### src/rtl/font_rom_arbiter_pkg.sv
// Shared constants for the font ROM arbiter: ROM geometry, requester port indices
// and the round-robin pointer advance rule.
package font_rom_arbiter_pkg;

  localparam int CHAR_ADDR_W = 11;
  localparam int FONT_DATA_W = 8;

  localparam int REQ_LETTERS = 0;
  localparam int REQ_STATUS  = 1;
  localparam int REQ_BANNER  = 2;

  // Pointer after granting round-robin port k; port 0 never takes part in the rotation.
  function automatic int rr_next(input int k, input int num_req);
    return (k >= num_req - 1) ? 1 : k + 1;
  endfunction

endpackage

### src/rtl/font_rom_arbiter_rr_priority_pick.sv
// Combinational grant pick: port 0 wins outright, otherwise the first request
// found cyclically from rr_ptr among ports 1..NUM_REQ-1.
module rr_priority_pick
  import font_rom_arbiter_pkg::*;
#(
  parameter int NUM_REQ = 3,
  parameter int ID_W    = $clog2(NUM_REQ)
) (
  input  logic [NUM_REQ-1:0] req,
  input  logic [ID_W-1:0]    rr_ptr,
  output logic [NUM_REQ-1:0] gnt,
  output logic [ID_W-1:0]    gnt_idx,
  output logic               gnt_any
);

  // Port number visited at search step k, starting at rr_ptr and wrapping to 1.
  function automatic int rr_slot(input logic [ID_W-1:0] ptr, input int k);
    int c;
    c = int'(ptr) - 1 + k;
    if (c >= NUM_REQ - 1) c = c - (NUM_REQ - 1);
    return c + 1;
  endfunction

  always_comb begin
    gnt     = '0;
    gnt_idx = '0;
    gnt_any = 1'b0;
    if (req[REQ_LETTERS]) begin
      gnt[REQ_LETTERS] = 1'b1;
      gnt_idx          = ID_W'(REQ_LETTERS);
      gnt_any          = 1'b1;
    end else begin
      // Walk the search order backwards so the earliest hit is written last.
      for (int k = NUM_REQ - 2; k >= 0; k--) begin
        if (req[rr_slot(rr_ptr, k)]) begin
          gnt                    = '0;
          gnt[rr_slot(rr_ptr, k)] = 1'b1;
          gnt_idx                = ID_W'(rr_slot(rr_ptr, k));
          gnt_any                = 1'b1;
        end
      end
    end
  end

endmodule

### src/rtl/font_rom_arbiter.sv
// Shares one synchronous-read font ROM among several text/letter requesters and
// routes each returned row back to the port whose read produced it.
module font_rom_arbiter
  import font_rom_arbiter_pkg::*;
#(
  parameter int NUM_REQ     = 3,
  parameter int ROM_LATENCY = 1
) (
  input  logic                           clk,
  input  logic                           rst,
  input  logic [NUM_REQ-1:0]             req,
  input  logic [NUM_REQ*CHAR_ADDR_W-1:0] req_addr,
  output logic [NUM_REQ-1:0]             gnt,
  output logic [CHAR_ADDR_W-1:0]         rom_addr,
  input  logic [FONT_DATA_W-1:0]         rom_data,
  output logic [NUM_REQ-1:0]             rsp_valid,
  output logic [FONT_DATA_W-1:0]         rsp_data,
  output logic                           busy
);

  localparam int ID_W  = $clog2(NUM_REQ);
  localparam int DEPTH = 1 + ROM_LATENCY;

  logic [NUM_REQ-1:0]            pick_gnt;
  logic [ID_W-1:0]               pick_idx;
  logic                          pick_any;
  logic [ID_W-1:0]               rr_ptr_q, rr_ptr_d;
  logic [CHAR_ADDR_W-1:0]        rom_addr_q, rom_addr_d;
  logic [DEPTH-1:0]              vld_q;
  logic [DEPTH-1:0][ID_W-1:0]    id_q;

  rr_priority_pick #(
    .NUM_REQ (NUM_REQ),
    .ID_W    (ID_W)
  ) u_pick (
    .req     (req),
    .rr_ptr  (rr_ptr_q),
    .gnt     (pick_gnt),
    .gnt_idx (pick_idx),
    .gnt_any (pick_any)
  );

  // Grants are suppressed while reset is held so no requester sees a phantom transfer.
  assign gnt = rst ? pick_gnt : '0;

  always_comb begin
    rr_ptr_d   = rr_ptr_q;
    rom_addr_d = rom_addr_q;
    if (pick_any) begin
      rom_addr_d = req_addr[int'(pick_idx)*CHAR_ADDR_W +: CHAR_ADDR_W];
      if (pick_idx != ID_W'(REQ_LETTERS))
        rr_ptr_d = ID_W'(rr_next(int'(pick_idx), NUM_REQ));
    end
  end

  always_ff @(posedge clk or negedge rst) begin
    if (!rst) begin
      rr_ptr_q   <= ID_W'(1);
      rom_addr_q <= '0;
      vld_q      <= '0;
      id_q       <= '0;
    end else begin
      rr_ptr_q   <= rr_ptr_d;
      rom_addr_q <= rom_addr_d;
      // Stage 0 aligns with rom_addr; the tail aligns with rom_data.
      vld_q      <= {vld_q[DEPTH-2:0], pick_any};
      id_q       <= {id_q[DEPTH-2:0], pick_idx};
    end
  end

  always_comb begin
    rsp_valid = '0;
    if (vld_q[DEPTH-1]) rsp_valid[id_q[DEPTH-1]] = 1'b1;
  end

  assign rom_addr = rom_addr_q;
  assign rsp_data = rom_data;
  assign busy     = |vld_q;

endmodule

### config.mk
export PLATFORM = sky130hd
export DESIGN_NAME = font_rom_arbiter
export DESIGN_NICKNAME = d
export VERILOG_FILES = /design/src/rtl/font_rom_arbiter_pkg.sv /design/src/rtl/font_rom_arbiter_rr_priority_pick.sv /design/src/rtl/font_rom_arbiter.sv
export SDC_FILE = /design/constraint.sdc
export NUM_CORES = 1
export LEC_CHECK = 0
export BUFFER_PORTS_ARGS = -buffer_cell sky130_fd_sc_hd__buf_4
export CAP_MARGIN = 20
export CORE_AREA = 2 2 61 63
export CTS_CLUSTER_DIAMETER = 120
export DETAILED_ROUTE_END_ITERATION = 16
export DIE_AREA = 0 0 63 65
export HOLD_SLACK_MARGIN = 0.12
export PLACE_DENSITY = 0.93
export SYNTH_ARGS = -nofsm -noshare
export SYNTH_HDL_FRONTEND = slang
export SYNTH_SLANG_ARGS = --single-unit
### constraint.sdc
create_clock -name clk -period 8.8 [get_ports clk]
set_input_delay 2.2 -clock clk [delete_from_list [all_inputs] [get_ports clk]]
set_output_delay 2.2 -clock clk [all_outputs]
set_load 0.05 [all_outputs]
# Yosys cells after proc, flatten, opt, wreduce, memory -nomap -nowiden

Index checks and enable logic that the tools add are counted.

Bits in registers: 19
Input bits: 46
Output and inout bits: 26
Logic and storage cells: 66

Add/subtract/negate cells: 9
Multiply operators: 1
$lt $le $gt $ge: 11
Shift-type cells: 1
Multiplexer cells: 33
Reduce and logical (&&, ||, !) cells: 6

Operator list:

| cell                                                               | count |
|---|---|
| 2-to-1 mux 32 bit                                                  | 8 |
| adder 32 x 2 -> 32 bit, second input constant                      | 5 |
| less-than comparator 32 x 4 -> 1 bit, second input constant        | 4 |
| greater-or-equal comparator 32 x 1 -> 1 bit, second input constant | 2 |
| greater-or-equal comparator 32 x 3 -> 1 bit, second input constant | 2 |
| subtractor 32 x 3 -> 32 bit, second input constant                 | 2 |
| indexed part select 33 x 7 -> 11 bit                               | 1 |
| 2-to-1 mux 3 bit                                                   | 4 |
| 2-to-1 mux 1 bit                                                   | 11 |
| 2-to-1 mux 2 bit                                                   | 5 |
| demux 1 bit (select 2 bit)                                         | 3 |
| multiplier 2 x 4 -> 6 bit, second input constant                   | 1 |
| binary-select mux 1 bit (select 2 bit)                             | 2 |
| logical AND 1 bit                                                  | 3 |
| less-than comparator 2 x 3 -> 1 bit, second input constant         | 1 |
| subtractor 2 x 1 -> 3 bit, second input constant                   | 1 |
| adder 2 x 1 -> 2 bit, second input constant                        | 1 |
| greater-or-equal comparator 2 x 1 -> 1 bit, second input constant  | 1 |
| greater-or-equal comparator 2 bit, second input constant           | 1 |
| AND reduction 2 bit                                                | 1 |
| nonzero test 2 bit                                                 | 1 |
| OR reduction 2 bit                                                 | 1 |

# Longest topological paths before layout

Gate-level depths: netlist of run 1.

Depth in word-level cells: 20
Gate-level depth with buffers: 15
Gate-level depth less buffers: 13

# Cells and area by module

From an unflattened synthesis of run 1, not the netlist that was laid out.

Cell total of the unflattened synthesis: 161
Area, all modules: 1,541.5 um^2

By module, submodules not included:

| module           | times used | cells an instance | area an instance (um^2) | seq. area each (um^2) |
|---|---|---|---|---|
| font_rom_arbiter | 1          | 92                | 1,028.5                 | 476.7 |
| rr_priority_pick | 1          | 69                | 513.0                   | 0.0 |

# Worst setup path before layout of run 1

Ideal clock, no wire load.

Kind: register to output
From: reg rr_ptr_q[0]
To: out gnt[0]
Data arrival time: 4.415 ns
Data required time: 6.600 ns
Path slack: 2.185 ns
Cell stages (with the launch flop): 14
Path buffers: 1
Cells stage by stage: dfstp_2 clkbuf_8 inv_1 ha_1 xnor2_1 ha_1 inv_1 ha_1 and3_2 and3_2 o21ai_0 o311ai_2 nand3_2 o31ai_1

Cells in the longest elaborated chain, start to end: 15
Elaborated cells on any way between the ends: 38
Classes of those cells: add/sub (8); order compare (6); mux (22); reduce/logical (2)

RTL lines:

| element                                                                                                                   | RTL line                                | RTL |
|---|---|---|
| start: declaration                                                                                                        | font_rom_arbiter.sv:27                  | `logic [ID_W-1:0] rr_ptr_q, rr_ptr_d;` |
| start signal: assignment                                                                                                  | font_rom_arbiter.sv:63                  | `rr_ptr_q <= rr_ptr_d;` |
| subtractor 2 x 1 -> 3 bit *                                                                                               | font_rom_arbiter_rr_priority_pick.sv:19 | `c = int'(ptr) - 1 + k;` |
| adder 32 x 2 -> 32 bit                                                                                                    | font_rom_arbiter_rr_priority_pick.sv:19 |  |
| subtractor 32 x 3 -> 32 bit or greater-or-equal comparator 32 x 3 -> 1 bit (tied branches)                                | n/a                                     |  |
| 2-to-1 mux 32 bit (3 in a row)                                                                                            | n/a                                     |  |
| adder 32 x 2 -> 32 bit                                                                                                    | n/a                                     |  |
| greater-or-equal comparator 32 x 1 -> 1 bit (implied by the code) or less-than comparator 32 x 4 -> 1 bit (tied branches) | font_rom_arbiter_rr_priority_pick.sv:37 | `gnt[rr_slot(rr_ptr, k)] = 1'b1;` |
| logical AND 1 bit (implied by the code)                                                                                   | font_rom_arbiter_rr_priority_pick.sv:37 |  |
| 2-to-1 mux 1 bit (implied by the code)                                                                                    | font_rom_arbiter_rr_priority_pick.sv:37 |  |
| demux 1 bit (select 2 bit)                                                                                                | n/a                                     |  |
| 2-to-1 mux 3 bit                                                                                                          | font_rom_arbiter_rr_priority_pick.sv:35 | `if (req[rr_slot(rr_ptr, k)]) begin` |
| 2-to-1 mux 3 bit *                                                                                                        | font_rom_arbiter_rr_priority_pick.sv:35 |  |
| 2-to-1 mux 1 bit *                                                                                                        | font_rom_arbiter_rr_priority_pick.sv:28 | `if (req[REQ_LETTERS]) begin` |
| 2-to-1 mux 3 bit *                                                                                                        | font_rom_arbiter.sv:44                  | `assign gnt = rst ? pick_gnt : '0;` |
| end: declaration                                                                                                          | font_rom_arbiter.sv:13                  | `output logic [NUM_REQ-1:0] gnt,` |

Mark *: on every way between the ends. The rest lies on a longest branch, timed or not. The select of a mux whose other input is x is not followed.

# Worst setup path after layout of run 1

From: reg rr_ptr_q[0]
To: out gnt[2]

Cells in the longest elaborated chain, start to end: 15
Elaborated cells on any way between the ends: 38
Classes of those cells: add/sub (8); order compare (6); mux (22); reduce/logical (2)

RTL lines:

| element                                                                                                                   | RTL line |
|---|---|
| subtractor 2 x 1 -> 3 bit *                                                                                               | font_rom_arbiter_rr_priority_pick.sv:19 |
| adder 32 x 2 -> 32 bit                                                                                                    | font_rom_arbiter_rr_priority_pick.sv:19 |
| subtractor 32 x 3 -> 32 bit or greater-or-equal comparator 32 x 3 -> 1 bit (tied branches)                                | n/a |
| 2-to-1 mux 32 bit (3 in a row)                                                                                            | n/a |
| adder 32 x 2 -> 32 bit                                                                                                    | n/a |
| greater-or-equal comparator 32 x 1 -> 1 bit (implied by the code) or less-than comparator 32 x 4 -> 1 bit (tied branches) | font_rom_arbiter_rr_priority_pick.sv:37 |
| logical AND 1 bit (implied by the code)                                                                                   | font_rom_arbiter_rr_priority_pick.sv:37 |
| 2-to-1 mux 1 bit (implied by the code)                                                                                    | font_rom_arbiter_rr_priority_pick.sv:37 |
| demux 1 bit (select 2 bit)                                                                                                | n/a |
| 2-to-1 mux 3 bit                                                                                                          | font_rom_arbiter_rr_priority_pick.sv:35 |
| 2-to-1 mux 3 bit *                                                                                                        | font_rom_arbiter_rr_priority_pick.sv:35 |
| 2-to-1 mux 2 bit *                                                                                                        | font_rom_arbiter_rr_priority_pick.sv:28 |
| 2-to-1 mux 3 bit *                                                                                                        | font_rom_arbiter.sv:44 |

Marks and branches as above.

==> flow_metrics.py, run 1 <==
metrics = {
    "status": {
        "outcome": "completed",
    },
    "clock_network": {
        "cts_max_level": 1,
        "cts_buffers": 3,
        "clk_pin_slew_ns": 0.10,
        "cts_root_buffer": "clkbuf_4",
        "cts_tree": "yes",
        "cts_buffer_depth": 2,
        "cts_resized": 0,
        "post_cts_buffers": 0,
        "cts_sinks": 19,
        "clock_latency_ns": 0.28,
        "cts_hold_buffers": 0,
    },
    "timing": {
        "timing.slew.headroom": 0.3957,
        "skew_ns": 0.0009769,
        "max_freq_mhz": 151.5,
        "fin_setup_tns_ns": 0,
        "drv_slew": 0,
        "fin_crit_ns": 6.602,
        "fin_crit_sh": 0.7502,
        "worstMarginPinSlew_ns": 0.9065,
        "worst_slack_ns": 2.198,
        "rsz0062_at_grt": "no",
        "hold_violations": 0,
        "setup_viol": 0,
    },
    "floorplan": {
        "fp.dieArea_um2": 4095,
        "dieWidth_um": 63,
        "initial_utilization": 0.4853,
        "fp-row-count": 22,
        "coreArea_um2": 3496,
        "die_y_um": 65,
        "io_pins": 72,
    },
    "final_layout": {
        "antenna_cells": 0,
        "final_core_util": 0.6070,
        "mostFrequentLayoutCells": "56 x buf_4, 18 x dfrtp_1, 17 x o21ai_0, 17 x nand2_1, 17 x ha_1",
        "multi_input_area_um2": 1094,
        "drive_gt1_frac": 0.3115,
        "mostFrequentLayoutCell": "buf_4",
        "syn_to_final_growth_pct": 25.07,
        "nets": 308,
        "regArea_um2": 476.7,
        "fillCellCount": 309,
    },
    "worst_setup_path": {
        "reg2reg_to": "rom_addr[9]$_DFFE_PN0P_",
        "crit_path_max_incr_delay_ns": 0.74,
        "worst_r2r_path_depth": 11,
        "cp-start-kind": "register",
        "path_class": "register to output port",
        "r2r-start": "rr_ptr_q[0]$_DFFE_PN1P_",
        "worstPathMaxFanout": 19,
        "crit_path_end_kind": "output port",
        "cp_cell_sequence": "inv_1 -> ha_1 -> nor2_8 -> inv_1 -> ha_1 -> inv_1 -> ha_1 -> or4_1 -> o32ai_1 -> o31ai_1 -> nor4_2 -> nand3_2 -> o31ai_2 -> buf_4",
        "cp.required_ns": 6.60,
        "cp.arrival_ns": 4.40,
        "rrSetupSlack_ns": 4.94,
        "cp_slowest_cell": "dfstp_2",
    },
    "synth": {
        "seq_area_frac_synth": 0.2810,
        "syn_inst": 192,
        "synth_compound_area_frac": 0.1910,
        "synthFlopType": "dfrtp_1",
        "synthSimpleGateAreaFrac": 0.2190,
        "syn_avg_cell_area_um2": 8.837,
        "synthMuxAreaShare": 0.07080,
        "synthAdderAreaFrac": 0.1254,
        "yosys_warnings": 0,
        "synthArstFlopShare": 1.000,
        "synth-edff-count": 0,
        "synth_top_family_by_area": "simple AND/OR/NAND/NOR gates",
        "netlist_area_um2": 1697,
        "yosysUniqueCellTypes": 52,
        "ys_ff_latch": 19,
        "synthXorXnorAreaFrac": 0.02065,
    },
    "global_route": {
        "gr-usage-all-layers": 0.1907,
        "grt_pass1_vias": 1442,
        "grt_antenna_before_repair": 0,
        "grt_pass1_wl_um": 6410,
        "overflow": 0,
        "grt_start_max_net_pins": 24,
    },
    "min_path": {
        "holdPathEnd": "id_q[3]$_DFF_PN0_",
        "hold_depth": 0,
        "min_from": "id_q[1]$_DFF_PN0_",
        "hold_path_class": "register to register",
    },
    "routing": {
        "detail_route.first_pass.iterations": 4,
        "drtIter0Drc": 67,
        "vias": 1546,
        "vias_per_cell": 5.295,
        "drcViolationCount": 0,
        "wl_per_cell_um": 13.22,
        "antenna_left": 0,
        "drt-total-wl_um": 3859,
    },
    "power_and_ir_drop": {
        "leakage_uw": 0.001055,
        "power_density_nw_per_um2": 437.7,
        "ir_drop_uv": 220.8,
    },
    "flow_run": {
        "max_cap_viol_count": 0,
    },
    "place": {
        "preCtsSetupSlack_ns": 2.556,
        "port_buffers": 55,
        "hpwl_um": 3116,
        "place.gp.congestion": 0.9190,
    },
}
==> synthesized netlist by cell type, types with 2 or more instances <==
master     n  area, um2
buf_4      8      60.06
or2_2      2      12.51
nand4_1    3      18.77
and3_2     3      22.52
o21ai_0   17      85.08
nand3_1    5      25.02
clkbuf_8   2      27.53
or2b_1     2      15.01
nand2_1   17      63.81
nor2b_1    2      12.51
nor3_1     2      10.01
xor2_1     2      17.52
o31ai_1    3      22.52
dfrtp_1   18      450.4
nand2b_1   2      12.51
or3_1      2      12.51
buf_1      2      7.510
nor3b_1    2      15.01
inv_1     11      41.29
a21oi_1    9      45.04
mux2i_1   12      120.1
clkbuf_1   2      7.510
a31oi_1    2      12.51
a22oi_1    4      30.03
a211oi_1   3      22.52
ha_1      17      212.7
and3b_1    2      17.52
nor2_1    11      41.29
xnor2_1    2      17.52
==> worst max-delay path: cells and delay by family (launching register included) <==
| kind | cells | cell delay (ns) |
|---|---|---|
| simple gates | 4 | 1.18 |
| fa+ha+maj | 3 | 1.01 |
| flops | 1 | 0.74 |
| buf+inv | 4 | 0.65 |
| compound gates | 3 | 0.53 |
==> area by class of cell <==
cell class	instances	area share
well taps	48	0.02830
multi-input cells	153	0.5153
repair buffers	56	0.1981
flip-flops and latches	19	0.2246
inverters	12	0.02123
clock buffers	4	0.01238
==> sequential cells by signal (all words and copies together), names as in the netlist <==
name	count
rom_addr	11
id_q	4
rr_ptr_q	2
vld_q	2
==> how the worst max path moves through the flow <==
stage             end  slack (ns)  depth (start not counted)                     from
4_1_cts        gnt[1]        2.23                         14  rr_ptr_q[0]$_DFFE_PN1P_
5_1_grt        gnt[1]        1.85                         13  rr_ptr_q[0]$_DFFE_PN1P_
3_5_place_dp   gnt[1]        2.56                         14  rr_ptr_q[0]$_DFFE_PN1P_
6_report       gnt[2]        2.20                         14  rr_ptr_q[0]$_DFFE_PN1P_
3_3_place_gp   gnt[2]        2.63                         14  rr_ptr_q[0]$_DFFE_PN1P_
2_1_floorplan  gnt[0]        2.19                         13  rr_ptr_q[0]$_DFFE_PN1P_
==> logic make-up after synthesis <==
| logic type | Yosys count |
|---|---|
| mux | 12 |
| flops | 19 |
| compound gates | 48 |
| xor+xnor | 4 |
| fa+ha+maj | 17 |
| buf+inv | 27 |
| other cells | 1 |
| simple gates | 64 |
==> per-layer routing <==
layer / vias to the layer above / track usage / share of wire
li1: 775 / - / -
met1: 706 / 0.2352 / 0.41
met2: 63 / 0.3471 / 0.51
met3: 2 / 0.03299 / 0.067
met4: 0 / 0.04167 / 0.0057
met5: - / 0 / 0
==> where the power goes <==
part           total (uW)  switching, uW  internal (uW)  leakage [uW]
clock network        41.5           23.9           17.6     0.0000150
registers             167           33.9            133      0.000228
logic                 721            460            260      0.000812
total                 929            518            411       0.00106
==> through the flow <==
step                instances  instance area, um2  hold slack [ns]  power (uW)
finish                    292                2122           0.3572       928.9
global route              292                2122           0.3644        1010
CTS                       291                2115           0.3607       923.0
detailed placement        287                2088           0.3379       880.0
global placement          287                2088           0.3323       857.6
floorplan                 199                1723           0.3312       723.2
No activity file was read; power rests on OpenSTA's default activity.
==> run 2: changes to the inputs <==
Settings changed: ABC_AREA set to 1, CORE_AREA 2 2 61 63 to 2 2 67 69, DIE_AREA 0 0 63 65 to 0 0 69 71, PLACE_DENSITY 0.93 to 0.89.
Clock period 8.8 ns to 6.3 ns, I/O delays scaled along.
==> flow_metrics.py, run 2 <==
metrics = {
    "status": {
        "outcome": "completed",
    },
    "clock_network": {
        "clk_pin_slew_ns": 0.07,
        "post_cts_buffers": 0,
        "cts_resized": 0,
        "cts_buffer_depth": 2,
        "cts_buffers": 3,
        "cts_max_level": 1,
        "cts_root_buffer": "clkbuf_8",
        "cts_hold_buffers": 0,
        "cts_sinks": 19,
        "clock_latency_ns": 0.26,
        "cts_tree": "yes",
    },
    "global_route": {
        "grt_pass1_vias": 2140,
        "gr-usage-all-layers": 0.2215,
        "overflow": 0,
        "grt_start_max_net_pins": 24,
        "grt_pass1_wl_um": 9039,
        "grt_antenna_before_repair": 0,
    },
    "floorplan": {
        "fp.dieArea_um2": 4899,
        "fp-row-count": 24,
        "coreArea_um2": 4204,
        "die_y_um": 71,
        "io_pins": 72,
        "initial_utilization": 0.4869,
        "dieWidth_um": 69,
    },
    "synth": {
        "synthFlopType": "dfrtp_1",
        "synthXorXnorAreaFrac": 0,
        "seq_area_frac_synth": 0.2329,
        "synthSimpleGateAreaFrac": 0.4548,
        "syn_inst": 337,
        "synthArstFlopShare": 1.000,
        "synth_commonest_cells": "131 x nand2_1, 41 x nor2_1, 35 x inv_1, 22 x nand3_1, 18 x dfrtp_1",
        "ys_ff_latch": 19,
        "synthAdderAreaFrac": 0.1039,
        "yosysUniqueCellTypes": 34,
        "synth_top_family_by_area": "simple AND/OR/NAND/NOR gates",
        "yosys.area.top_type_share": 0.2402,
        "netlist_area_um2": 2047,
        "synth_compound_area_frac": 0.08557,
        "synth_largest_area_cell": "nand2_1",
        "syn_avg_cell_area_um2": 6.074,
        "synth_top_cells_by_area": "nand2_1 24%, dfrtp_1 22%, ha_1 10%",
        "synth_most_common_cell": "nand2_1",
        "yosys_warnings": 0,
        "synth-edff-count": 0,
        "synthMuxAreaShare": 0,
    },
    "timing": {
        "skew_ns": 0.0009089,
        "timing.slew.headroom": 0.4781,
        "drv_slew": 0,
        "fin_crit_ns": 5.686,
        "hold_violations": 0,
        "setup_viol": 0,
        "fin_crit_sh": 0.9026,
        "worstMarginPinSlew_ns": 0.7807,
        "fin_setup_tns_ns": 0,
        "max_freq_mhz": 175.9,
        "rsz0062_at_grt": "no",
    },
    "routing": {
        "vias_per_cell": 5.050,
        "wl_per_cell_um": 11.91,
        "antenna_left": 0,
        "drcViolationCount": 0,
        "drt-total-wl_um": 5228,
        "vias": 2217,
        "detail_route.first_pass.iterations": 4,
        "drtIter0Drc": 156,
    },
    "place": {
        "hpwl_um": 4246,
        "place.gp.congestion": 0.9065,
        "port_buffers": 55,
    },
    "power_and_ir_drop": {
        "ir_drop_uv": 289.4,
        "power_density_nw_per_um2": 550.7,
        "leakage_uw": 0.001338,
        "total_power_uw": 1371,
    },
    "worst_setup_path": {
        "cp_cell_sequence": "inv_2 -> ha_1 -> inv_1 -> nand2_1 -> nand2_2 -> ha_1 -> inv_1 -> ha_1 -> inv_1 -> nor3_1 -> nand2_1 -> nor2_1 -> nand2_1 -> nand2_1 -> nand3_1 -> nor2_1 -> nand2_1 -> nor2_2 -> nand3_1 -> a21oi_1 -> buf_4",
        "crit_path_end_kind": "output port",
        "cpMostUsedCell": "nand2_1",
        "cp.required_ns": 4.72,
        "path_class": "register to output port",
        "crit_path_max_incr_delay_ns": 0.65,
        "cp_slowest_cell": "dfstp_2",
        "cp.arrival_ns": 4.11,
        "worstPathMaxFanout": 12,
        "r2r-start": "rr_ptr_q[0]$_DFFE_PN1P_",
        "cp-start-kind": "register",
        "critPathLaunch": "rr_ptr_q[0]$_DFFE_PN1P_",
    },
    "final_layout": {
        "mostFrequentLayoutCell": "nand2_1",
        "nets": 451,
        "mostFrequentLayoutCells": "131 x nand2_1, 55 x buf_4, 41 x nor2_1",
        "drive_gt1_frac": 0.1964,
        "antenna_cells": 0,
        "largest_reg_flops": 11,
        "syn_to_final_growth_pct": 21.58,
    },
    "flow_run": {
        "max_cap_viol_count": 0,
    },
    "min_path": {
        "hold_path_class": "register to register",
        "min_from": "id_q[1]$_DFF_PN0_",
    },
}
==> run 2: cell families after synthesis <==
group           after synthesis
fa+ha+maj                    17
flops                        19
simple gates                217
buf+inv                      53
compound gates               30
other cells                   1
==> run 2: layout make-up <==
| type | instances | area (um2) |
|---|---|---|
| Clock buffer | 3 | 41.29 |
| Clock inverter | 1 | 5.005 |
| Fill cell | 426 | 1715 |
| Inverter | 37 | 138.9 |
| Multi-Input combinational cell | 272 | 1349 |
| Sequential cell | 19 | 476.7 |
| Tap cell | 52 | 65.06 |
| Timing Repair Buffer | 55 | 412.9 |
==> run 2: critical path, delay by kind of cell (launching register included) <==
family / cells / cell delay (ns)
simple gates: 12 / 1.29
compound gates: 1 / 0.19
buf+inv: 5 / 0.65
fa+ha+maj: 3 / 1.05
flops: 1 / 0.65
==> run 2: worst paths after layout <==
path                                           end  slack (ns)  cells past startpoint
min in group asynchronous  rom_addr[1]$_DFFE_PN0P_        1.19                      1
min reg2reg                      id_q[3]$_DFF_PN0_        0.36                      0
max in group asynchronous  rr_ptr_q[0]$_DFFE_PN1P_        4.84                      1
min                              id_q[3]$_DFF_PN0_        0.36                      0
max                                         gnt[0]        0.61                     21
max reg2reg                rom_addr[9]$_DFFE_PN0P_        2.57                     15
==> run 2: metal layers <==
metal | global-route usage | share of wire | up-vias
met5 | 0 | 0 | -
met4 | 0.06100 | 0.011 | 0
met3 | 0.04274 | 0.066 | 6
met2 | 0.4028 | 0.51 | 86
met1 | 0.2674 | 0.41 | 987
li1 | - | - | 1138
==> run 2: where the power goes <==
group	internal (uW)	leakage [uW]	total (uW)	switching [uW]
Combinational	330	0.00109	1060	734
Clock	44.0	0.0000255	85.2	41.2
Sequential	184	0.000222	221	37.0
==> run 2: stage by stage <==
stage / instance area (um2) / setup slack [ns] / cells / hold WS [ns] / utilization
3_3_place_gp: 2442 / 1.129 / 435 / 0.3336 / 0.5810
3_5_place_dp: 2442 / 0.9648 / 435 / 0.3385 / 0.5810
6_report: 2489 / 0.6137 / 439 / 0.3550 / 0.5920
4_1_cts: 2489 / 0.6636 / 439 / 0.3548 / 0.5920
5_1_grt: 2489 / 0.1377 / 439 / 0.3723 / 0.5920
2_1_floorplan: 2073 / 0.9580 / 344 / 0.3312 / -
